===== src/rtl/if_fetch_unit_if.sv =====
// Instruction-bus bundle between the fetch unit (master) and instruction memory (slave).
// Single-outstanding request/ack handshake; ack qualifies data for the address presented.
interface if_fetch_unit_if;
    logic        req;
    logic [31:0] addr;
    logic        ack;
    logic [31:0] data;

    modport master (
        output req,
        output addr,
        input  ack,
        input  data
    );

    modport slave (
        input  req,
        input  addr,
        output ack,
        output data
    );
endinterface


===== src/rtl/if_fetch_unit.sv =====
// IF-stage fetch unit: owns the PC, runs the instruction-bus handshake and offers
// pc/instruction to the IF/ID register, with stall, branch and flush redirection.
module if_fetch_unit #(
    parameter logic [31:0] RESET_PC = 32'h0000_0000
) (
    input  logic                   clk,
    input  logic                   rst,
    input  logic [5:0]             stall,
    input  logic                   flush,
    input  logic [31:0]            new_pc,
    input  logic                   branch_flag_i,
    input  logic [31:0]            branch_target_address_i,
    if_fetch_unit_if.master        ibus,
    output logic [31:0]            if_pc,
    output logic [31:0]            if_inst,
    output logic                   if_adel_o,
    output logic                   stallreq_from_if
);

    typedef enum logic [1:0] {StIdle, StReq, StHold} state_e;

    state_e      state_q, state_d;
    logic [31:0] pc_q, pc_d;
    logic [31:0] inst_buf_q, inst_buf_d;

    logic        misaligned;
    logic        fetch_done;
    logic [31:0] next_pc;

    // Only bit 0 of the ctrl stall vector concerns this stage.
    logic        unused_stall;
    assign unused_stall = ^stall[5:1];

    assign misaligned = (pc_q[1:0] != 2'b00);
    // A misaligned fetch never goes on the bus, so it completes at once.
    assign fetch_done = (state_q == StReq) && (misaligned || ibus.ack);
    assign next_pc    = branch_flag_i ? branch_target_address_i : pc_q + 32'd4;

    always_ff @(posedge clk) begin
        if (rst) begin
            state_q    <= StIdle;
            pc_q       <= RESET_PC;
            inst_buf_q <= 32'h0;
        end else begin
            state_q    <= state_d;
            pc_q       <= pc_d;
            inst_buf_q <= inst_buf_d;
        end
    end

    always_comb begin
        state_d    = state_q;
        pc_d       = pc_q;
        inst_buf_d = inst_buf_q;
        if (flush) begin
            state_d    = StReq;
            pc_d       = new_pc;
            inst_buf_d = 32'h0;
        end else begin
            unique case (state_q)
                StIdle: state_d = StReq;
                StReq: begin
                    if (fetch_done) begin
                        if (!stall[0]) begin
                            pc_d = next_pc;
                        end else begin
                            inst_buf_d = misaligned ? 32'h0 : ibus.data;
                            state_d    = StHold;
                        end
                    end
                end
                StHold: begin
                    if (!stall[0]) begin
                        pc_d    = next_pc;
                        state_d = StReq;
                    end
                end
                default: state_d = StIdle;
            endcase
        end
    end

    // Outputs are forced low during reset regardless of the registered state.
    always_comb begin
        ibus.req         = 1'b0;
        ibus.addr        = 32'h0;
        if_pc            = 32'h0;
        if_inst          = 32'h0;
        if_adel_o        = 1'b0;
        stallreq_from_if = 1'b0;
        if (!rst) begin
            unique case (state_q)
                StIdle: ;
                StReq: begin
                    ibus.req         = !misaligned;
                    ibus.addr        = pc_q;
                    if_pc            = pc_q;
                    if_adel_o        = misaligned;
                    if_inst          = (ibus.ack && !misaligned && !flush) ? ibus.data : 32'h0;
                    stallreq_from_if = !misaligned && !ibus.ack && !flush;
                end
                StHold: begin
                    ibus.addr = pc_q;
                    if_pc     = pc_q;
                    if_adel_o = misaligned;
                    if_inst   = flush ? 32'h0 : inst_buf_q;
                end
                default: ;
            endcase
        end
    end

endmodule

===== src/flat_wrapper.sv =====
// flat-port wrapper written by rule: the top's interface ports become plain ports
module if_fetch_unit_flat 
#(
    parameter logic [31:0] RESET_PC = 32'h0000_0000
)
  (clk, rst, stall, flush, new_pc, branch_flag_i, branch_target_address_i, if_pc, if_inst, if_adel_o, stallreq_from_if, ibus_req, ibus_addr, ibus_ack, ibus_data);
  if_fetch_unit_if ibus_i ();
  input  logic clk;
  input  logic rst;
  input  logic [5:0] stall;
  input  logic flush;
  input  logic [31:0] new_pc;
  input  logic branch_flag_i;
  input  logic [31:0] branch_target_address_i;
  output logic [31:0] if_pc;
  output logic [31:0] if_inst;
  output logic if_adel_o;
  output logic stallreq_from_if;
  output wire logic [$bits(ibus_i.req)-1:0] ibus_req;
  output wire logic [$bits(ibus_i.addr)-1:0] ibus_addr;
  input wire logic [$bits(ibus_i.ack)-1:0] ibus_ack;
  input wire logic [$bits(ibus_i.data)-1:0] ibus_data;
  assign ibus_req = ibus_i.req;
  assign ibus_addr = ibus_i.addr;
  assign ibus_i.ack = ibus_ack;
  assign ibus_i.data = ibus_data;
  if_fetch_unit #(.RESET_PC(RESET_PC)) u_core (.clk(clk), .rst(rst), .stall(stall), .flush(flush), .new_pc(new_pc), .branch_flag_i(branch_flag_i), .branch_target_address_i(branch_target_address_i), .ibus(ibus_i), .if_pc(if_pc), .if_inst(if_inst), .if_adel_o(if_adel_o), .stallreq_from_if(stallreq_from_if));
endmodule

===== config.mk =====
export PLATFORM = sky130hd
export DESIGN_NAME = if_fetch_unit_flat
export DESIGN_NICKNAME = d
export VERILOG_FILES = /design/src/rtl/if_fetch_unit_if.sv /design/src/rtl/if_fetch_unit.sv /design/src/flat_wrapper.sv
export SDC_FILE = /design/constraint.sdc
export NUM_CORES = 1
export LEC_CHECK = 0
export ABC_AREA = 0
export ABC_CLOCK_PERIOD_IN_PS = 1700
export CORE_MARGIN = 8
export CORE_UTILIZATION = 30
export DETAILED_ROUTE_END_ITERATION = 7
export PLACE_DENSITY = 0.72
export SLEW_MARGIN = 25
export SYNTH_ARGS = -nofsm -noshare
export SYNTH_HDL_FRONTEND = slang
export SYNTH_SLANG_ARGS = --single-unit

===== constraint.sdc =====
create_clock -name clk -period 1.7 [get_ports clk]
set_input_delay 0.17 -clock clk [delete_from_list [all_inputs] [get_ports clk]]
set_output_delay 0.17 -clock clk [all_outputs]
set_load 0.05 [all_outputs]

* After elaboration in Yosys (flattened, before gate mapping) *
Index checks and enable logic that the tools add are counted.

operators by class
  add/sub/neg operators = 1
  eq/ne operators = 8
  muxes and demuxes = 23
  reduce and logical (&&, ||, !) cells = 18

operators with widths
  kind                                                    number
  2-to-1 mux 32 bit                                       10
  case mux 32 bit (2 select lines)                        2
  adder 32 x 3 -> 32 bit (second input constant)          1
  AND reduction 3 bit                                     3
  2-to-1 mux 1 bit                                        7
  2-to-1 mux 2 bit                                        3
  inequality test 3 bit (second input constant)           2
  case mux 2 bit (3 select lines)                         1
  logical AND 1 bit                                       5
  inequality test 2 bit (second input constant)           2
  OR reduction 2 bit                                      2
  logical NOT 1 bit                                       3
  inequality test 3 x 2 -> 1 bit (second input constant)  1
  nonzero test 3 bit                                      1
  == test 2 x 1 -> 1 bit (second input constant)          1
  == test 2 bit (second input constant)                   1
  logical NOT 2 bit                                       1
  inequality test 2 x 1 -> 1 bit (second input constant)  1
  AND reduction 2 bit                                     1
  nonzero test 2 bit                                      1
  logical OR 1 bit                                        1

storage, ports and cells
  logic and storage cells = 54
  output and inout port bits = 99
  input bits = 107
  register bits = 66

* Depth between registers and ports, before layout *
  depth in word-level cells = 7
  gate-level depth with buffers = 8
  depth with buffers taken out = 7

* Worst setup path after synthesis *
Ideal clock, no wire load.

  path type = reg-to-output
  start = register u_core.state_q[0]
  end = output if_pc[12]
  stages on the path, launching flop included = 8
  path buffers = 3
  required time = 1.530 ns
  arrival = 2.177 ns
  setup slack = -0.647 ns
  path through = dfxtp_1 inv_1 ha_1 nand2b_1 clkbuf_1 buf_1 nor2_1 buf_4

on the way
  longest elaborated chain between the ends = 4
  elaborated cells on any way between the ends = 5
  classes of those cells = eq/ne: 2; mux: 2; reduce/logical: 1

RTL lines
  element                                                  line                 text
  start, declared                                          if_fetch_unit.sv:22  state_e state_q, state_d;
  start signal, assigned                                   if_fetch_unit.sv:41  state_q <= StIdle;
  start signal, assigned                                   if_fetch_unit.sv:45  state_q <= state_d;
  == test 2 bit or == test 2 x 1 -> 1 bit (tied branches)  -
  OR reduction 2 bit (no line) (*)                         -
  2-to-1 mux 32 bit (*) (2 in series)                      -
  end, declared                                            flat_wrapper.sv:15   output logic [31:0] if_pc;

Mark *: on every way between the ends. The rest lies on a longest branch, timed or not.

* Final worst setup path *
  start = register u_core.state_q[1]
  end = output if_inst[14]

on the way
  longest elaborated chain between the ends = 3
  elaborated cells on any way between the ends = 4
  classes of those cells = eq/ne: 2; mux: 2

RTL lines
  element                                                  line                 text
  == test 2 bit or == test 2 x 1 -> 1 bit (tied branches)  if_fetch_unit.sv:92  unique case (state_q)
  case mux 32 bit (2 select lines) (*)                     if_fetch_unit.sv:92
  2-to-1 mux 32 bit (*)                                    if_fetch_unit.sv:91  if (!rst) begin
  end, declared                                            flat_wrapper.sv:16   output logic [31:0] if_inst;

Marks and branches as above.

==> run metrics <==
fin worst setup slack -0.4241 ns; hold_buf cts 0; Initial Util 0.3043; final wirelength 22360 um; top cells by count, synth nor2_1 (80), dfxtp_1 (66), a21oi_1 (58), nand2_1 (58), nand3_1 (49); vias in the first global route 6113; fraction of layout cells with a size suffix above 1 0.4737; LEAKAGE 3.657 nW; Main synth FF type dfxtp_1; Post-DP HPWL 14580 um; Sequential Power Share 0.294; failing checks setup timing; core area 0.01503 mm2; DIE WIDTH 139.5 um; total CTS buffers 9; R2R Path End u_core.pc_q[25]$_SDFFE_PP0P_; final core utilization 0.6603; Final period util 1.249; worst-margin pin slew 0.4385 ns; Worst EP required 1.53 ns; site row count 45; Pint 3.882 mW; Hold Vio Cnt, Final 0; 1st-iter DRT viols 532; Seq/Total Area, Yosys 0.2888; Worst Reg2Reg Path Length in Cells 11; Clk pwr share 0.344; asr flop ratio synth 0; critical path startpoint category flop; final setup TNS -41.15 ns; dominant cell type by area after synthesis dfxtp_1; Mapped Area 0.004574 mm2; #FFs+latches synth 66; crit path max fanout 8; Mapped Cells 631; worst ir drop on vdd 0.0004687 V; via count 6024; Vert. Die Dim 139.5 um; Worst Setup SP u_core.state_q[1]$_SDFFE_PP0P_; Synth cell types 54; Arr. time, crit path 1.95 ns; Max Cap Violations 0; grt ovf 0; Setup CP Type flop to output port; Post-Syn Nets 743; worst rel slew slack 0.7050; Critical Path Sink Type output port; Final Setup Violations 130; io pins 206; CTS tree built; post-synthesis to final-layout area growth 117.0%; Final ANT Viol Nets 0; pre-CTS WS -0.4587 ns; initial antenna violation count 1; largest net degree at the start of global routing 33; R2R Setup Slk -0.30 ns; HP Start new_pc[6]; Mapped Avg Cell Area 7.249 um2; Setup crit end if_inst[14]; port buffer count 200; clock latency on the worst-skew pair 0.35 ns; DRC 0; combinational cell fraction of total power 0.361; total track usage 0.2132; R2R Path Start u_core.state_q[1]$_SDFFE_PP0P_; Post-synth EDFFs 0; CTS clk-pin slew, worst paths 0.06 ns; RSZ-0062 raised after global routing true; Peak Freq 470.8 MHz; first drt pass iteration count 6; CTS sink count 66; post-DR wirelength/cell 20.67 um; Psw 1.894 mW; switching share of total power 0.3279; via/cell ratio 5.567; top cells by area, synth dfxtp_1 (29%), nor2_1 (6.6%), a21oi_1 (6.3%); CTS Buffer Depth 2; top cell type's share of synthesized area 0.2888; Worst Skew 0.005707 ns; Final Critical Period 2.124 ns; GP Congestion 0.8883; # H-tree levels 3; Die ar. 0.01945 mm2; PwrDens 582.0 mW/mm2; Tightest Hold Check Type input pin to flop; top-count cell post-synth nor2_1; count of pins over their slew limit 0; status finished, violations left; Layout Nets 1000; YS warnings 0; clk root buf clkbuf_16; first-pass GRT wire length 33310 um
[sequential cells by signal, summed over array words and instances, names as in the netlist]
| name | count |
|---|---|
| u_core.inst_buf_q | 32 |
| u_core.pc_q | 32 |
| u_core.state_q | 2 |
[final cells by class]
class                   instances  area (um2)
diodes                          1       2.502
clock buffers                  11       252.7
clock inverters                 5       62.56
fillers                      1040        5107
inverters                      11       43.79
multi-input cells             471        3751
flip-flops and latches         66        1326
well taps                     188       235.2
repair buffers                329        4252
[layer usage]
metal,GRT usage,vias to the layer above,wire length (um)
met3,0.03830,76,1286
met5,0,-,0
met1,0.2344,2891,8461
met4,0.1254,0,1039
li1,-,2769,-
met2,0.3783,288,11570
[power groups by stage]
stage          Sequential [mW]  Clock, mW  Combinational [mW]
3_3_place_gp              1.72          0                1.67
6_report                  1.70       1.99                2.09
3_5_place_dp              1.72          0                1.69
2_1_floorplan             1.73          0               0.853
5_1_grt                   1.71       2.07                2.19
4_1_cts                   1.69       2.01                1.97
[how the worst min path moves through the flow]
stage | to | slack (ns) | cells past startpoint
after CTS | u_core.state_q[0]$_SDFFE_PP0P_ | 0.38 | 3
final | u_core.pc_q[6]$_SDFFE_PP0P_ | 0.41 | 3
after global routing | u_core.pc_q[3]$_SDFFE_PP0P_ | 0.42 | 3
after global placement | u_core.inst_buf_q[31]$_SDFFE_PP0P_ | 0.44 | 2
after detailed placement | u_core.inst_buf_q[7]$_SDFFE_PP0P_ | 0.44 | 2
after floorplan | u_core.pc_q[3]$_SDFFE_PP0P_ | 0.31 | 2
[what timing repair did]
action                                  CTS  global route
endpoints found under the setup margin  130           132
gates cloned                              7             3
resized for setup                       136            53
pin swaps                                84            69
setup buffers                            28             3
[placed cells by master, fill, tap and decap left out, drive strengths merged, types with 3 or more instances in the layout]
| cell | instances |
|---|---|
| buf | 226 |
| clkdlybuf4s50 | 99 |
| nor2 | 81 |
| dfxtp | 66 |
| nand2 | 58 |
| a21oi | 58 |
| nand3 | 50 |
| a22oi | 36 |
| and2 | 29 |
| o21ai | 20 |
| a211oi | 18 |
| clkbuf | 13 |
| nor3 | 13 |
| and3 | 12 |
| inv | 11 |
| o32ai | 10 |
| mux2i | 9 |
| nand4 | 9 |
| nor4 | 6 |
| o31ai | 5 |
| a21o | 5 |
| a2bb2oi | 5 |
| or2 | 5 |
| ha | 5 |
| a221oi | 5 |
| a31oi | 4 |
| and4 | 3 |
| nor2b | 3 |
[metrics by stage]
stage          power [mW]  instance area (um2)  std cells  hold WS (ns)
2_1_floorplan       2.584                 5036        631        0.3148
3_3_place_gp        3.389                 8426       1031        0.4378
3_5_place_dp        3.411                 8426       1031        0.4430
4_1_cts             5.669                 9630       1080        0.3757
5_1_grt             5.966                 9926       1082        0.4189
6_report            5.776                 9926       1082        0.4061
[worst max-delay path: stages, from the launching register on]
cell	delay, ns
dfxtp_2	0.33
inv_2	0.08
ha_4	0.13
buf_6	0.10
nand2_4	0.05
nor3b_4	0.22
buf_6	0.17
buf_16	0.14
a22oi_2	0.09
nor2_4	0.14
buf_12	0.14
[logic make-up (layout without fill, tap and decap cells)]
kind of cell | count (synthesis) | after routing | share of synthesized area
and+or+nand+nor | 274 | 274 | 0.2990
AOI/OAI and AO/OA | 178 | 178 | 0.2620
buffers and inverters | 94 | 356 | 0.1067
DFF | 66 | 66 | 0.2888
muxes | 10 | 10 | 0.02216
adders and majority gates | 5 | 5 | 0.01368
xor gates and xnor gates | 4 | 4 | 0.007660
other | 0 | 1 | 0
Power figures use the tool's default switching activity.
